==> src/rtl/vga_timing_gen.sv <==
// vga_timing_gen
//   Free-running VGA raster timing generator. A clock divider produces a
//   one-clk pixel strobe (pix_en). Horizontal and vertical counters advance on
//   that strobe. Sync, display-enable and colour are registered one pixel
//   period behind the x/y counts.
//
// Ports
//   clk          system clock, all state on the rising edge
//   rst          asynchronous active-high reset
//   r_in/g_in/b_in  4-bit pixel colour for the current x,y
//   test_mode    selects built-in colour bars (only with VGA_PATTERN_EN)
//   x, y         current horizontal / vertical count (no latency)
//   pix_en       one-clk strobe per pixel period
//   hsync/vsync  registered sync outputs, active level = SYNC_POL
//   de           registered display enable
//   r/g/b        registered colour, zero outside the active area
//   frame_start  one-clk pulse after the counters wrap to (0,0)
//
// Configuration
//   Define VGA_PATTERN_EN to build the 8-bar test pattern generator. Without
//   it, test_mode is ignored and the colour inputs always pass through.

module vga_timing_gen #(
  parameter int H_ACTIVE = 640,
  parameter int H_FP     = 16,
  parameter int H_SYNC   = 96,
  parameter int H_BP     = 48,
  parameter int V_ACTIVE = 480,
  parameter int V_FP     = 10,
  parameter int V_SYNC   = 2,
  parameter int V_BP     = 33,
  parameter int CLK_DIV  = 4,
  parameter int SYNC_POL = 0
) (
  input  logic                                               clk,
  input  logic                                               rst,
  input  logic [3:0]                                         r_in,
  input  logic [3:0]                                         g_in,
  input  logic [3:0]                                         b_in,
  input  logic                                               test_mode,
  output logic [$clog2(H_ACTIVE+H_FP+H_SYNC+H_BP)-1:0]       x,
  output logic [$clog2(V_ACTIVE+V_FP+V_SYNC+V_BP)-1:0]       y,
  output logic                                               pix_en,
  output logic                                               hsync,
  output logic                                               vsync,
  output logic                                               de,
  output logic [3:0]                                         r,
  output logic [3:0]                                         g,
  output logic [3:0]                                         b,
  output logic                                               frame_start
);

  localparam int H_TOTAL = H_ACTIVE + H_FP + H_SYNC + H_BP;
  localparam int V_TOTAL = V_ACTIVE + V_FP + V_SYNC + V_BP;
  localparam int XW      = $clog2(H_TOTAL);
  localparam int YW      = $clog2(V_TOTAL);
  localparam int DW      = (CLK_DIV > 1) ? $clog2(CLK_DIV) : 1;

  localparam logic [DW-1:0] DIV_LAST = DW'(CLK_DIV - 1);
  localparam logic [XW-1:0] H_LAST   = XW'(H_TOTAL - 1);
  localparam logic [YW-1:0] V_LAST   = YW'(V_TOTAL - 1);

  // One extra bit so sync/active bounds equal to the total still fit.
  localparam logic [XW:0] H_ACT_END = (XW+1)'(H_ACTIVE);
  localparam logic [XW:0] HS_START  = (XW+1)'(H_ACTIVE + H_FP);
  localparam logic [XW:0] HS_END    = (XW+1)'(H_ACTIVE + H_FP + H_SYNC);
  localparam logic [YW:0] V_ACT_END = (YW+1)'(V_ACTIVE);
  localparam logic [YW:0] VS_START  = (YW+1)'(V_ACTIVE + V_FP);
  localparam logic [YW:0] VS_END    = (YW+1)'(V_ACTIVE + V_FP + V_SYNC);

  localparam logic SYNC_ON = (SYNC_POL != 0);

  logic [DW-1:0] div_cnt;
  logic [DW-1:0] div_next;
  logic [XW-1:0] h_cnt;
  logic [YW-1:0] v_cnt;
  logic          h_end;
  logic          v_end;
  logic          raw_active;
  logic          raw_hsync;
  logic          raw_vsync;
  logic [3:0]    sel_r;
  logic [3:0]    sel_g;
  logic [3:0]    sel_b;

  assign x = h_cnt;
  assign y = v_cnt;

  // Divider wraps at CLK_DIV-1; with CLK_DIV=1 it stays at zero.
  always_comb begin
    div_next = (div_cnt == DIV_LAST) ? '0 : div_cnt + 1'b1;
  end

  // pix_en is registered alongside the divider so it is high exactly while
  // the divider sits at its last value, and low during reset.
  always_ff @(posedge clk or posedge rst) begin
    if (rst) begin
      div_cnt <= '0;
      pix_en  <= 1'b0;
    end else begin
      div_cnt <= div_next;
      pix_en  <= (div_next == DIV_LAST);
    end
  end

  always_comb begin
    h_end      = (h_cnt == H_LAST);
    v_end      = (v_cnt == V_LAST);
    raw_active = ({1'b0, h_cnt} < H_ACT_END) && ({1'b0, v_cnt} < V_ACT_END);
    raw_hsync  = ({1'b0, h_cnt} >= HS_START) && ({1'b0, h_cnt} < HS_END);
    raw_vsync  = ({1'b0, v_cnt} >= VS_START) && ({1'b0, v_cnt} < VS_END);
  end

  // Raster counters advance once per pixel strobe.
  always_ff @(posedge clk or posedge rst) begin
    if (rst) begin
      h_cnt <= '0;
      v_cnt <= '0;
    end else if (pix_en) begin
      if (h_end) begin
        h_cnt <= '0;
        v_cnt <= v_end ? '0 : v_cnt + 1'b1;
      end else begin
        h_cnt <= h_cnt + 1'b1;
      end
    end
  end

`ifdef VGA_PATTERN_EN
  logic [2:0] bar_idx;
  logic [3:0] bar_r;
  logic [3:0] bar_g;
  logic [3:0] bar_b;

  // Bar k covers x in [k*H_ACTIVE/8, (k+1)*H_ACTIVE/8). The colour order
  // white, yellow, cyan, green, magenta, red, blue, black maps to
  // r = ~idx[1], g = ~idx[2], b = ~idx[0].
  always_comb begin
    bar_idx = 3'd0;
    for (int k = 1; k < 8; k++) begin
      if ({1'b0, h_cnt} >= (XW+1)'(k * H_ACTIVE / 8)) bar_idx = 3'(k);
    end
    bar_r = {4{~bar_idx[1]}};
    bar_g = {4{~bar_idx[2]}};
    bar_b = {4{~bar_idx[0]}};
    sel_r = test_mode ? bar_r : r_in;
    sel_g = test_mode ? bar_g : g_in;
    sel_b = test_mode ? bar_b : b_in;
  end
`else
  logic unused_test_mode;
  assign unused_test_mode = test_mode;

  always_comb begin
    sel_r = r_in;
    sel_g = g_in;
    sel_b = b_in;
  end
`endif

  // Video outputs sample the current counts on the strobe, so they trail
  // x/y by exactly one pixel period and hold in between.
  always_ff @(posedge clk or posedge rst) begin
    if (rst) begin
      hsync <= ~SYNC_ON;
      vsync <= ~SYNC_ON;
      de    <= 1'b0;
      r     <= 4'h0;
      g     <= 4'h0;
      b     <= 4'h0;
    end else if (pix_en) begin
      hsync <= raw_hsync ? SYNC_ON : ~SYNC_ON;
      vsync <= raw_vsync ? SYNC_ON : ~SYNC_ON;
      de    <= raw_active;
      r     <= raw_active ? sel_r : 4'h0;
      g     <= raw_active ? sel_g : 4'h0;
      b     <= raw_active ? sel_b : 4'h0;
    end
  end

  // Pulse once, in the cycle after the strobe that leaves the last pixel of
  // the frame. Reset starts at (0,0) without passing through a wrap.
  always_ff @(posedge clk or posedge rst) begin
    if (rst) begin
      frame_start <= 1'b0;
    end else begin
      frame_start <= pix_en && h_end && v_end;
    end
  end

endmodule

==> config.mk <==
export PLATFORM = sky130hd
export DESIGN_NAME = vga_timing_gen
export DESIGN_NICKNAME = d
export VERILOG_FILES = /design/src/rtl/vga_timing_gen.sv
export SDC_FILE = /design/constraint.sdc
export NUM_CORES = 1
export LEC_CHECK = 0
export ABC_AREA = 1
export CAP_MARGIN = 10
export CORE_ASPECT_RATIO = 1.2
export CORE_UTILIZATION = 30
export CTS_CLUSTER_DIAMETER = 200
export DETAILED_ROUTE_END_ITERATION = 10
export GPL_TIMING_DRIVEN = 0
export PLACE_DENSITY_LB_ADDON = 0.08
export SYNTH_ARGS = -nofsm -noshare
export SYNTH_HDL_FRONTEND = slang
export SYNTH_SLANG_ARGS = --single-unit
==> constraint.sdc <==
create_clock -name clk -period 1.7 [get_ports clk]
set_input_delay 0.34 -clock clk [delete_from_list [all_inputs] [get_ports clk]]
set_output_delay 0.34 -clock clk [all_outputs]
set_load 0.1 [all_outputs]
# Word-level counts from Yosys, hierarchy flattened
# Index checks and enable logic that the tools add are counted.
# totals
register_bits,39
latch_bits,0
ramBits,0
mem_bits_ro,0
wordCells,38
n_memories,0
# classes
n_addsub,3
n_mul,0
n_div,0
magnitude_cmp,6
eq_ne,4
n_shift,0
muxes,8
bitwise,0
reduce_logical,6
# ops
operator,n
10-bit by 1-bit adder with 10-bit output (second input constant),2
10-bit == test (second input constant),2
10-bit less-than comparator (second input constant),2
10-bit by 9-bit less-than comparator with 1-bit output (second input constant),2
10-bit 2-to-1 mux,2
4-bit 2-to-1 mux,3
10-bit >= comparator (second input constant),1
10-bit by 9-bit >= comparator with 1-bit output (second input constant),1
1-bit logical AND,5
2-bit == test (second input constant),2
2-bit by 1-bit adder with 2-bit output (second input constant),1
1-bit 2-to-1 mux,2
2-bit 2-to-1 mux,1
2-bit AND reduction,1

# Depth between registers and ports, before layout
# Gate-level depths: netlist (run 1).
# logic_depth
word_depth,3
depth_mapped,9
ltp_nobuf,8

# Least setup slack after synthesis (run 1)
# Ideal clock, no wire load.
# synth_path
path_type,reg2reg
startpoint,register h_cnt[1] (netlist: x[1])
endpoint,register v_cnt[5] (netlist: y[5])
arrival_time_ns,2.081
t_required_ns,1.574
slack_ns,-0.507
stages_incl_launch_ff,10
synth_period_minus_slack_ns,2.207
cell_sequence,dfrtp_1 ha_1 nand2_1 nor2_2 nand3_4 nor2_8 inv_4 buf_6 nand2_1 o21ai_1
# synth_between
elab_chain_cells,2
# synth_lines
element,line,rtl
"start, declared",75,logic [XW-1:0] h_cnt;
"start signal, assigned",124,h_cnt <= h_cnt + 1'b1;
10-bit == test,107,h_end = (h_cnt == H_LAST);
2-bit AND reduction (no line),--,
"end signal, assigned",122,v_cnt <= v_end ? '0 : v_cnt + 1'b1;
"end, declared",76,logic [YW-1:0] v_cnt;
# Every way passes these cells.
# A chain may end at the register's enable or synchronous reset.

# Worst setup path after layout (run 1)
# layout_path
startpoint,register v_cnt[0] (netlist: y[0])
endpoint,output y[0]
# layout_lines
element,line,rtl
"end, declared",42,"output logic [$clog2(V_ACTIVE+V_FP+V_SYNC+V_BP)-1:0] y,"
# No word-level cell between the ends.

==> flow_summary.toml, run 1 <==
[outcome]
run_status = "finished clean"

[logic_synthesis]
synth_top_family_by_area = "simple AND/OR/NAND/NOR gates"
synth_edf_count = 0
yosysTopAreaCell = "dfrtp_1"
ys_warn_count = 0
ys.flop_type = "dfrtp_1"
synth_compound_area_share_pct = 7.57
synthAdderAreaFrac_pct = 3.81
synth_area_sq_mm = 0.00197
avgSynthCellArea_sq_um = 8.17
yosys.area.top_type_share_pct = 47.0
synthesis.nets = 262
synth_cell_types = 28
synth_xor_area_share_pct = 3.12
synth.area.mux_share_pct = 0
ys_seq_area_share_pct = 49.7
ys_ff_latch = 39
synth_top_cells_by_count = "nand2_1, inv_1, dfrtp_1"
synth_area_leaders = "dfrtp_1, nand2_1, inv_1"
synth_most_common_cell = "nand2_1"
synth-simple-area-share_pct = 26.2
syn_inst = 241
async_flop_share_pct = 100

[clock_network]
clkLatencyLatePin_ns = 0.29
cts-root-buf = "clkbuf_8"
clkTransAtPathRegs_ns = 0.08
htree_levels = 2
numCtsBuffers = 5
cts_tree = "yes"
cts_hold_buffers = 0
cts_sinks = 39
clock_path_buffers = 2

[timing]
worstMarginPinSlew_ns = 0.818
fin_crit_sh_pct = 96.6
fmaxAchievable_mhz = 609
fin_skew_ns = 0.00614
period_needed_ns = 1.64
rsz0062_at_grt = "false"
fin_setup_tns_ns = 0
setup_violations = 0
timing.slew.headroom_pct = 45.4
slew_viol_final = 0
hold_slack_ns = 0.460
finalHoldViolCount = 0

[pwr]
peakVddDrop_v = 0.000345
leakagePower_nw = 1.24
pwr_density_cell_mw_per_mm2 = 646

[placement]
io_buffer_count = 50
dp_hpwl_microns = 3300
routabilityCongestion = 0.762
placed_cells = 373
place_area_sq_mm = 0.00261

[global_route]
grt_max_degree = 40
grt.total_usage_pct = 14.3
antenna_found_initial = 0
grt_pass1_vias = 1680
grt.overflow.total = 0
grt_pass1_wl_microns = 7940

[critical_path]
cp_cell_sequence = "clkdlybuf4s18_2"
path_depth = 1
required_ns = 1.36
r2r_start = "x[0]"
startpoint = "y[0]"
path_max_fanout = 7
endpoint_kind = "output port"
arrival_ns = 1.30
critPathMaxStageDelay_ns = 0.57
path_buf_inv = 1
r2r_cells = 9
critPathLaunchType = "flop"
cp_slowest_cell = "clkdlybuf4s18_2"
criticalPathCategory = "reg2out"
crit_family = "buffers and inverters"

[floorplanning]
die_w_microns = 75.9
rows = 31
io-pin-count = 52
die_area_sq_mm = 0.00689
coreArea_sq_mm = 0.00617
initial_utilization_pct = 31.9
chipHeight_microns = 90.7

[detailed_routing]
drc = 0
wire_per_inst_microns = 11.9
drt-initial-drc-count = 54
antenna_left = 0
route.vias.total = 1699
drt_pass1_iterations = 4
drt-total-wl_microns = 4560
avgViaCountPerCell = 4.45

[layout]
seq_area_sq_mm = 0.00101
drive_gt1_share_pct = 26.7
multi_input_area_sq_um = 813
fin_area_sq_mm = 0.00273
num-fill-cells = 608
diodes = 0
area_growth_pct = 38.8
instances_no_fill = 382
nets = 320

[min_path]
worstHoldPathCells = 1
hp-start = "div_cnt[0]"
hold_path_class = "reg2reg"

[run]
drv_cap = 0
## report_power, final
part	internal (W)	switching, W	total, W
Clock	0.000287	0.000331	0.000618
Combinational	0.0000528	0.000147	0.000199
Sequential	0.000941	0.00000792	0.000949
Total	0.00128	0.000486	0.00177
## registers in the layout, summed over array words and instances, names as in the netlist
name and count:
hsync 1, r 4, vsync 1, b 4, div_cnt 2, g 4, pix_en 1, y 10
de 1, x 10, frame_start 1
## cells by family (layout without fill, tap and decap cells)
group | after synthesis | in the layout
flops | 39 | 39
xor+xnor | 7 | 7
simple gates | 114 | 114
compound gates | 28 | 28
fa+ha+maj | 6 | 6
buf+inv | 47 | 106
## layout make-up
type | count | share of cell area [%]
plain buffers | 4 | 0.916
flip-flops and latches | 39 | 36.9
multi-input cells | 155 | 29.8
repair buffers | 51 | 19.6
well taps | 82 | 3.75
clock buffers | 6 | 2.66
clock inverters | 2 | 0.458
inverters | 43 | 6.00
## cells in the final DEF, fill, tap and decap left out, types with 2 or more instances in the layout
| cell type | synthesis | layout |
|---|---|---|
| nor3_1 | 5 | 5 |
| a31oi_1 | 2 | 2 |
| ha_1 | 6 | 5 |
| nor2_2 | 2 | 2 |
| o21ai_1 | 4 | 4 |
| dfrtp_2 | 0 | 18 |
| inv_2 | 1 | 2 |
| dfrtp_4 | 0 | 2 |
| xnor2_1 | 2 | 2 |
| nor2_1 | 24 | 24 |
| xor2_1 | 5 | 5 |
| clkbuf_8 | 0 | 5 |
| o21ai_0 | 19 | 19 |
| inv_1 | 41 | 40 |
| nand3_1 | 20 | 20 |
| dfstp_2 | 2 | 2 |
| buf_2 | 1 | 4 |
| dfrtp_1 | 37 | 17 |
| clkdlybuf4s15_2 | 0 | 33 |
| nand2_1 | 53 | 53 |
| clkdlybuf4s50_1 | 0 | 13 |
| clkbuf_1 | 1 | 2 |
| nand4_1 | 6 | 6 |
## what timing repair did
item / in CTS / in global routing
gates resized for setup: 115 / 3
setup endpoints to repair: 37 / 4
setup buffers: 0 / 1
## path summary, 6_finish.rpt
kind | endpoint | slack [ns]
worst max-delay path | y[0] | 0.06
worst min register to register | div_cnt[0] | 0.46
worst max register to register | y[3] | 0.14
max in group asynchronous | x[0] | 0.57
worst min-delay path | div_cnt[0] | 0.46
min in group asynchronous | g[3] | 0.52
## stage by stage
step	worst slack (ns)	util [%]	total power, W
2_1_floorplan	0.00892	-	0.00110
6_report	0.0572	44.3	0.00177
3_3_place_gp	-0.723	42.4	0.00117
5_1_grt	0.00157	44.3	0.00184
3_5_place_dp	-0.291	42.4	0.00117
4_1_cts	0.0186	44.3	0.00180
## routing by layer
metal / track usage, % / vias up / share of wire (%) / wire, microns
met3: 2.93 / 7 / 3.0 / 139
met5: 0 / - / 0 / 0
met2: 24.2 / 27 / 49 / 2230
li1: - / 869 / - / -
met4: 4.81 / 0 / 1.5 / 69
met1: 18.0 / 796 / 47 / 2120
(Power assumes the default switching activity.)
==> run 2, diff against run 1 <==
- CORE_MARGIN: default -> 10
==> flow_summary.toml, run 2 (synthesis gave the netlist of run 1 again) <==
[outcome]
run_status = "finished clean"

[detailed_routing]
drc = 0
avgViaCountPerCell = 4.41
drt-total-wl_microns = 4900
route.vias.total = 1693
drt-initial-drc-count = 76
antenna_left = 0
wire_per_inst_microns = 12.8
drt_pass1_iterations = 4

[layout]
layout_commonest_cell = "nand2_1"
drive_gt1_share_pct = 26.8
area_growth_pct = 38.5
final_cell_mix = "nand2_1, inv_1, clkdlybuf4s15_2, nor2_1, nand3_1"
fin_area_sq_mm = 0.00273
nets = 319
diodes = 0

[critical_path]
cp_slowest_cell = "clkdlybuf4s15_2"
critPathMaxStageDelay_ns = 0.58
cp_cell_sequence = "clkdlybuf4s15_2"
required_ns = 1.36
path_buf_inv = 1
critPathLaunchType = "flop"
endpoint_kind = "output port"
criticalPathCategory = "reg2out"
crit_family = "buffers and inverters"
arrival_ns = 1.31
path_max_fanout = 7

[global_route]
grt.overflow.total = 0
grt.total_usage_pct = 10.2
grt_max_degree = 40
grt_pass1_vias = 1660
antenna_found_initial = 0
grt_pass1_wl_microns = 8300

[placement]
routabilityCongestion = 0.822
dp_hpwl_microns = 3730
place_area_sq_mm = 0.00262
io_buffer_count = 50

[timing]
rsz0062_at_grt = "false"
fin_crit_sh_pct = 97.2
slew_viol_final = 0
hold_slack_ns = 0.451
fmaxAchievable_mhz = 605
period_needed_ns = 1.65
fin_skew_ns = 0.00645
timing.slew.headroom_pct = 45.6
finalHoldViolCount = 0
setup_violations = 0
worstMarginPinSlew_ns = 0.815

[floorplanning]
io-pin-count = 52
chipHeight_microns = 109
initial_utilization_pct = 30.7
die_area_sq_mm = 0.0102
coreArea_sq_mm = 0.00641
die_w_microns = 93.9
rows = 32

[clock_network]
cts_tree = "yes"
numCtsBuffers = 5
cts-root-buf = "clkbuf_8"
clock_path_buffers = 2
htree_levels = 2
clkLatencyLatePin_ns = 0.29
clkTransAtPathRegs_ns = 0.07
cts_sinks = 39

[pwr]
leakagePower_nw = 1.23
peakVddDrop_v = 0.000345
pwr_density_cell_mw_per_mm2 = 646

[run]
drv_cap = 0

[min_path]
hold_path_class = "reg2reg"
[run 2: cell types whose count changed in the layout (fill, tap and decap cells not counted), sizes merged]
| cell | previous run | this run |
|---|---|---|
| buf | 6 | 5 |
| clkbuf | 8 | 9 |
| clkdlybuf4s15 | 33 | 32 |
| clkdlybuf4s18 | 1 | 2 |
| clkinvlp | 1 | 0 |
[run 2: final timing paths]
path / start / cells after the start / endpoint / slack (ns)
max in group asynchronous: rst / 2 / x[0] / 0.57
min in group asynchronous: rst / 2 / b[1] / 0.53
worst min-delay path: div_cnt[0] / 1 / div_cnt[0] / 0.45
worst min register to register: div_cnt[0] / 1 / div_cnt[0] / 0.45
worst max register to register: x[0] / 9 / y[3] / 0.16
worst max-delay path: y[0] / 1 / y[0] / 0.05
[run 2: per-layer routing]
layer	share of wire, %	track usage [%]
met5	0	0
met4	1.3	3.26
met3	5.5	3.37
met2	49	16.4
met1	44	12.5
[run 2: metrics by stage]
step / power (W) / setup TNS (ns) / instances / util [%] / setup WS, ns
floorplan: 0.00110 / 0 / 241 / - / 0.00892
global placement: 0.00117 / -27.78 / 376 / 40.9 / -0.729
detailed placement: 0.00118 / -6.17 / 376 / 40.9 / -0.301
CTS: 0.00179 / 0 / 384 / 42.7 / 0.00400
global route: 0.00184 / 0 / 384 / 42.6 / 0.00382
finish: 0.00176 / 0 / 384 / 42.6 / 0.0471
[run 2: report_power, final]
part           switching, W  total [W]  internal [W]  leakage (nW)
logic              0.000147   0.000200     0.0000528         0.733
clock network      0.000324   0.000612      0.000288        0.0422
registers        0.00000716   0.000949      0.000941         0.459
[run 2: area by class of cell]
cell class                 count  area (sq um)
buffer                         4          25.0
clock buffer                   7          76.3
timing repair buffer          50           526
clock inverter                 1          5.00
sequential                    39          1010
inverter                      43           164
multi-input combinational    155           816
tap                           85           106
fill                         683          3680
[run 2: repair_timing]
item | 4_1_cts | 5_1_grt
hold buffers | 0 | 0
pin swaps | 0 | 1
buffers inserted | 0 | 0
gates resized for setup | 115 | 6
setup endpoints to repair | 37 | 9
